**config.mk**
```make
export PLATFORM = sky130hd
export DESIGN_NAME = bp_bus_unpack_merge
export DESIGN_NICKNAME = d
export VERILOG_FILES = /design/src/rtl/bp_bus_unpack_merge.sv
export SDC_FILE = /design/constraint.sdc
export NUM_CORES = 1
export LEC_CHECK = 0
export CAP_MARGIN = 10
export CORE_ASPECT_RATIO = 0.7
export CORE_UTILIZATION = 49
export DETAILED_ROUTE_END_ITERATION = 8
export PLACE_DENSITY_LB_ADDON = 0.25
export SLEW_MARGIN = 20
export SYNTH_ARGS = -nofsm -noshare
export SYNTH_HDL_FRONTEND = slang
export SYNTH_SLANG_ARGS = --single-unit
```
**constraint.sdc**
```tcl
create_clock -name clk_i -period 2.8 [get_ports clk_i]
set_input_delay 0.56 -clock clk_i [delete_from_list [all_inputs] [get_ports clk_i]]
set_output_delay 0.56 -clock clk_i [all_outputs]
set_load 0.1 [all_outputs]
```
**src/rtl/bp_bus_unpack_merge.sv**
```systemverilog
// bp_bus_unpack_merge: store-side lane unpacker and write-combining buffer.
// Sub-word stores arrive LSB-aligned with a unit offset and log2 size. Each
// accepted store is shifted into its lane and merged into a single staging
// word; the staged word is emitted toward the memory/L2 write port when it is
// fully covered, explicitly flushed, or displaced by a store to another word.
//
// Handshake: both ports use valid/ready. A transfer happens on a cycle where
// valid and ready are both high at the rising clock edge. valid never waits
// on ready. Once v_o is raised, addr_o/data_o/mask_o stay stable until the
// transfer. ready_and_o depends combinationally on addr_i (address match).
module bp_bus_unpack_merge #(
   parameter int width_p      = 64,
   parameter int unit_width_p = 8,
   parameter int addr_width_p = 40,
   localparam int units_lp      = width_p / unit_width_p,
   localparam int sel_width_lp  = (units_lp > 1) ? $clog2(units_lp) : 1,
   localparam int size_width_lp = $clog2(sel_width_lp + 1)
) (
   input  logic                     clk_i,
   input  logic                     reset_n_i,
   input  logic                     v_i,
   output logic                     ready_and_o,
   input  logic [addr_width_p-1:0]  addr_i,
   input  logic [sel_width_lp-1:0]  sel_i,
   input  logic [size_width_lp-1:0] size_i,
   input  logic [width_p-1:0]       data_i,
   input  logic                     flush_i,
   output logic                     v_o,
   input  logic                     ready_and_i,
   output logic [addr_width_p-1:0]  addr_o,
   output logic [width_p-1:0]       data_o,
   output logic [units_lp-1:0]      mask_o
);

   typedef enum logic [1:0] {
      EMPTY_S = 2'd0,
      FILL_S  = 2'd1,
      DRAIN_S = 2'd2
   } state_e;

   // state_q is the observable FSM state for checkers bound to this block
   state_e state_q, state_d;

   logic [addr_width_p-1:0]  addr_q, addr_d;
   logic [width_p-1:0]       data_q, data_d;
   logic [units_lp-1:0]      mask_q, mask_d;

   logic [size_width_lp-1:0] eff_size;
   logic [sel_width_lp-1:0]  eff_sel;
   int                       n_units;
   logic [units_lp-1:0]      lane_mask;
   logic [width_p-1:0]       lane_data;
   logic [units_lp-1:0]      merged_mask;
   logic [width_p-1:0]       merged_data;
   logic                     ready_int;
   logic                     accept;

   // Clamp size, naturally align the offset, and place the store in its lane
   always_comb begin
      eff_size = size_i;
      if (int'(size_i) > sel_width_lp) begin
         eff_size = size_width_lp'(sel_width_lp);
      end
      for (int b = 0; b < sel_width_lp; b++) begin
         eff_sel[b] = (b < int'(eff_size)) ? 1'b0 : sel_i[b];
      end
      n_units   = 1 << eff_size;
      lane_mask = '0;
      lane_data = '0;
      for (int k = 0; k < units_lp; k++) begin
         if ((k >= int'(eff_sel)) && (k < int'(eff_sel) + n_units)) begin
            lane_mask[k] = 1'b1;
            lane_data[k*unit_width_p +: unit_width_p] =
               data_i[(k - int'(eff_sel))*unit_width_p +: unit_width_p];
         end
      end
   end

   // Newer lane units override the staged ones; untouched units keep old data
   always_comb begin
      merged_mask = mask_q | lane_mask;
      merged_data = data_q;
      for (int k = 0; k < units_lp; k++) begin
         if (lane_mask[k]) begin
            merged_data[k*unit_width_p +: unit_width_p] =
               lane_data[k*unit_width_p +: unit_width_p];
         end
      end
   end

   // Request side accepts into an empty buffer or onto the same word
   always_comb begin
      ready_int = reset_n_i &
                  ((state_q == EMPTY_S) |
                   ((state_q == FILL_S) & (addr_i == addr_q)));
      accept    = v_i & ready_int;
   end

   // FSM state register
   always_ff @(posedge clk_i or negedge reset_n_i) begin
      if (!reset_n_i) begin
         state_q <= EMPTY_S;
      end else begin
         state_q <= state_d;
      end
   end

   // FSM next state: drain on full coverage, flush, or a foreign address
   always_comb begin
      state_d = state_q;
      case (state_q)
         EMPTY_S: begin
            if (accept) begin
               state_d = ((&lane_mask) | flush_i) ? DRAIN_S : FILL_S;
            end
         end
         FILL_S: begin
            if (accept) begin
               state_d = ((&merged_mask) | flush_i) ? DRAIN_S : FILL_S;
            end else if (v_i | flush_i) begin
               state_d = DRAIN_S;
            end
         end
         DRAIN_S: begin
            if (ready_and_i) begin
               state_d = EMPTY_S;
            end
         end
         default: state_d = EMPTY_S;
      endcase
   end

   // FSM outputs; the mask is hidden while empty
   always_comb begin
      ready_and_o = ready_int;
      v_o         = (state_q == DRAIN_S);
      addr_o      = addr_q;
      data_o      = data_q;
      mask_o      = (state_q == EMPTY_S) ? '0 : mask_q;
   end

   // Staging word next value: load, merge, or clear after the drain transfer
   always_comb begin
      addr_d = addr_q;
      data_d = data_q;
      mask_d = mask_q;
      case (state_q)
         EMPTY_S: begin
            if (accept) begin
               addr_d = addr_i;
               data_d = lane_data;
               mask_d = lane_mask;
            end
         end
         FILL_S: begin
            if (accept) begin
               data_d = merged_data;
               mask_d = merged_mask;
            end
         end
         DRAIN_S: begin
            if (ready_and_i) begin
               data_d = '0;
               mask_d = '0;
            end
         end
         default: begin
            data_d = '0;
            mask_d = '0;
         end
      endcase
   end

   // Staging word registers
   always_ff @(posedge clk_i or negedge reset_n_i) begin
      if (!reset_n_i) begin
         addr_q <= '0;
         data_q <= '0;
         mask_q <= '0;
      end else begin
         addr_q <= addr_d;
         data_q <= data_d;
         mask_q <= mask_d;
      end
   end

endmodule

```
; ---- Yosys cells after proc, flatten, opt, wreduce, memory -nomap -nowiden
; Index checks and enable logic that the tools add are counted.
[word_totals]
register_bits = 114
inputBits = 114
output_inout_bits = 114
word_cells = 134
[classes]
addsub = 9
n_lt_le_gt_ge = 18
eq_ne = 15
shift = 9
mux = 43
bitwise_logic = 8
reduce_logical = 21
[op_table]
columns = cell, n
row1 = $shiftx 64x7->8, 8
row2 = $mux 64, 3
row3 = $pmux 64 s3, 1
row4 = $mux 8, 20
row5 = $lt 4x32->1 const A, 4
row6 = $lt 3x32->1 const A, 2
row7 = $eq 40x40->1, 1
row8 = $add 4x32->32, 1
row9 = $lt 1x32->1 const A, 1
row10 = $lt 2x32->1 const A, 1
row11 = $reduce_and 4->1, 8
row12 = $shl 1x2->32 const A, 1
row13 = $pmux 8 s3, 1
row14 = $ne 2x2->1 const B, 10
row15 = $reduce_and 8->1, 2
row16 = $sub 3x3->4 const A, 4
row17 = $mux 2, 6
row18 = $mux 1, 11
row19 = $ge 3x3->1 const A, 3
row20 = $or 8x8->8, 1
row21 = $sub 1x3->4 const A, 2
row22 = $sub 2x3->4 const A, 2
row23 = $logic_and 1x1->1, 7
row24 = $ge 1x3->1 const A, 2
row25 = 13 further kinds, 21

; ---- Depth between registers and ports, before layout
; Gate-level depths: netlist (run 1).
[logic_depth]
word_depth = 12
depth_mapped = 15
mapped_depth_nobuf = 10

; ---- Worst setup path after synthesis (run 1)
; No wires, ideal clock.
[synth_timing]
kind = register to output
start = register addr_q[8], in the netlist addr_o[8]
end = output ready_and_o
t_arrival_ps = 4088
required_time_ps = 2240
path_slack_ps = -1848
path_stages_with_launch = 6
path_buffers = 0
path_cell_list = dfrtp_1 > xnor2_1 > nand4_1 > nor4_1 > nand3_4 > a21boi_0
[synth_between]
elab_chain_cells = 4
[synth_lines]
columns = element, line
row1 = from (decl), 44  ; logic [addr_width_p-1:0] addr_q, addr_d;
row2 = from (signal assigned), 181  ; addr_q <= addr_d;
row3 = $eq 40x40->1, 95  ; ((state_q == FILL_S) & (addr_i == addr_q)));
row4 = $and 1x1->1, 95
row5 = $or 1x1->1, 94  ; ((state_q == EMPTY_S) |
row6 = $and 1x1->1, 93  ; ready_int = reset_n_i &
row7 = to (decl), 22  ; output logic ready_and_o,
; Every way passes these cells.

; ---- Worst setup path in the final report (run 1)
[layout_timing]
start = input addr_i[16]
end = output ready_and_o
[layout_between]
elab_chain_cells = 4
[layout_lines]
columns = element, line
row1 = from (decl), 23  ; input logic [addr_width_p-1:0] addr_i,
row2 = $eq 40x40->1, 95
row3 = $and 1x1->1, 95
row4 = $or 1x1->1, 94
row5 = $and 1x1->1, 93
; Every way passes these cells.

==> results of run 1 <==
==> per-layer routing <==
layer	track usage (%)	vias to the layer above
met5	0	-
met4	10.7	0
met3	9.38	45
met2	49.5	338
met1	46.6	3794
li1	-	3377
==> final timing paths <==
check,to,cells after the start
min reg2reg,data_o[1]$_DFFE_PN0P_,1
min,state_q[1]$_DFFE_PN0P_,1
max,ready_and_o,8
min in group clk_i,addr_o[27]$_DFFE_PN0P_,2
max in group asynchronous,addr_o[21]$_DFFE_PN0P_,2
max reg2reg,data_o[34]$_DFFE_PN0P_,11
==> final cells by class <==
| class | count | area (um2) |
|---|---|---|
| sequential | 114 | 2860 |
| inverter | 35 | 136 |
| timing repair buffer | 334 | 2970 |
| tap | 200 | 250 |
| fill | 1084 | 3770 |
| clock buffer | 17 | 425 |
| clock inverter | 15 | 170 |
| multi-input combinational | 545 | 5010 |
==> sequential cells by signal, summed over array words and instances, names as in the netlist <==
signal,count
data_o,64
addr_o,40
mask_q,8
state_q,2
==> metrics by stage <==
stage / cells / hold WS [ns]
after floorplan: 734 / 0.264
after global placement: 1224 / 0.474
after detailed placement: 1224 / 0.475
after CTS: 1259 / 0.0479
after global routing: 1260 / 0.0615
final: 1260 / 0.0459
==> kinds of logic after synthesis <==
group / Yosys count
xor gates and xnor gates: 43
muxes: 178
adders and majority gates: 13
buffers and inverters: 75
DFF: 114
and+or+nand+nor: 157
AOI/OAI and AO/OA: 154
==> repair_timing <==
item	4_1_cts	5_1_grt
setup endpoints to repair	10	47
buffers inserted	3	1
gates resized for setup	17	36
cloned	0	0
pin swaps	10	21
==> synth_stat cells, drive strengths merged, types with 7 or more instances <==
cell | instances | area (um2)
nand2 | 60 | 225
nor2 | 28 | 108
nor2b | 20 | 125
clkbuf | 19 | 71.3
buf | 21 | 121
o22ai | 17 | 150
mux2 | 44 | 495
mux4 | 27 | 608
a21oi | 25 | 140
dfrtp | 114 | 2850
a22o | 11 | 96.3
o2bb2ai | 36 | 315
nand4 | 14 | 87.6
xnor2 | 42 | 368
ha | 13 | 163
inv | 34 | 128
mux2i | 107 | 1070
a31oi | 7 | 43.8
a211oi | 16 | 120
nand2b | 8 | 50.1
o21ai | 15 | 78.8
==> power by group through the flow <==
| stage | Clock (mW) | Sequential, mW | Combinational, mW |
|---|---|---|---|
| finish | 2.20 | 2.23 | 4.57 |
| global route | 2.29 | 2.26 | 4.71 |
| CTS | 2.21 | 2.21 | 4.50 |
| detailed placement | 0 | 2.23 | 4.48 |
| global placement | 0 | 2.22 | 4.44 |
| floorplan | 0 | 4.20 | 1.24 |
==> impl_metrics.json, run 1 <==
{
  "slew_headroom_pct": 57.0,
  "die_w_um": 154,
  "post-route-period-util_pct": 100,
  "crit_path_end_kind": "output pin",
  "clockPowerShare_pct": 24.4,
  "clk_pin_slew_ns": 0.06,
  "cts_tree": "built",
  "wl_met3_mm": 2.53,
  "cp_slowest_cell": "clkdlybuf4s50_1",
  "antenna_cells": 0,
  "ant_nets": 0,
  "r2r_slack_ns": 0.17,
  "die_h_um": 108,
  "port_buffers": 227,
  "setup_ws_ns": -0.0122,
  "post_drt_wl_per_cell_um": 21.8,
  "crit_fanout": 3,
  "cpPeakStageDelay_ns": 0.52,
  "final_core_util_pct": 75.8,
  "crit_required_ns": 2.24,
  "core.rowCount": 38,
  "first_global_vias": 7436,
  "path_buf_inv": 3,
  "antenna_found_initial": 0,
  "die-area_um2": 16600,
  "dr_wl_met2_mm": 12.4,
  "comb_power_share_pct": 50.8,
  "synth_cell_types": 62,
  "cp-start-kind": "primary input",
  "track_usage_pct": 33.2,
  "syn_area_per_cell_um2": 10.7,
  "fmax_ghz": 0.356,
  "initial_core_util_pct": 50.6,
  "synth_top_family_by_area": "multiplexers",
  "final_common_cell": "buf_4",
  "violations": "negative setup slack",
  "finalCriticalPeriod_ns": 2.81,
  "synthCells": 734,
  "r2r_start": "addr_o[21]$_DFFE_PN0P_",
  "finalPower_mw": 8.99,
  "synth_fa_ha_area_share_pct": 2.06,
  "async_flop_share_pct": 100,
  "p_leak_nw": 5.47,
  "vias": 7554,
  "switchingPower_mw": 4.42,
  "crit_path_start": "addr_i[16]",
  "switching_share_pct": 49.1,
  "drc": 0,
  "seq_area_frac_synth_pct": 36.2,
  "cp_data_arrival_time_ns": 2.25,
  "path_cells": "clkdlybuf4s50_1, xnor2_2, nand3_1, nor3_2, buf_4, nand3_4, a21boi_4, buf_12",
  "final_area_um2": 11800,
  "setup_viol": 1,
  "clock_path_buffers": 2,
  "drt_wl_total_mm": 27.4,
  "p_int_mw": 4.58,
  "drt_iter0_drc": 714,
  "top_layer": "met4",
  "synth-edff-count": 0,
  "hpwl_mm": 20.6,
  "finalClockSkew_ns": 0.00854,
  "hold_buffers": 0,
  "h-tree-depth": 4,
  "irDropWorstVdd_v": 0.000629,
  "synthFlopType": "dfrtp_1",
  "final_hold_viol_count": 0,
  "core-area_um2": 15600,
  "pin_count": 228,
  "area_delta_synth_final_pct": 49.9,
  "setup_tns_ns": -0.0122,
  "final_cell_mix": "buf_4, mux2i_1, dfrtp_1",
  "drt-met1-wl_mm": 12.0,
  "grt_max_degree": 94,
  "status": "finished, violations left",
  "numCtsBuffers": 17,
  "cpLargestDelayFamily": "buffers and inverters",
  "slew_viol_final": 0,
  "yosys_register_bits": 114,
  "cts.sinks": 114,
  "power_frac_seq_pct": 24.8,
  "drive_above_1_share_pct": 37.3,
  "worstSetupPathType": "primary input to output pin",
  "pre_cts_slack_ns": -0.484,
  "cap_violations": 0,
  "finalWeightedCongestion": 0.995,
  "nets": 1174,
  "placed_cell_area_um2": 11100,
  "grt_first_pass_wirelength_mm": 41.7,
  "avgViaCountPerCell": 6.00,
  "synth.area.mux_share_pct": 27.6,
  "clkLatencyLatePin_ns": 0.42,
  "synth_xor_area_share_pct": 4.77,
  "syn_nets": 861,
  "yosys_warnings": 0,
  "synth_compound_area_share_pct": 15.2,
  "hold_path.class": "primary input to asynchronous set/reset pin",
  "root_buffer": "clkbuf_16",
  "yosys.area_share.simple_pct": 10.1,
  "netlist_area_um2": 7890,
  "dr.pass1.iters": 7,
  "worstMarginPinSlew_ns": 0.640,
  "p_per_area_nw_per_um2": 761,
  "overflow": 0
}
(Power assumes the default switching activity.)
==> inputs of run 2 (changes only) <==
- CTS_CLUSTER_DIAMETER: unset -> 200
==> results of run 2 <==
Final layout, timing and power as in run 1 (identical DEF).
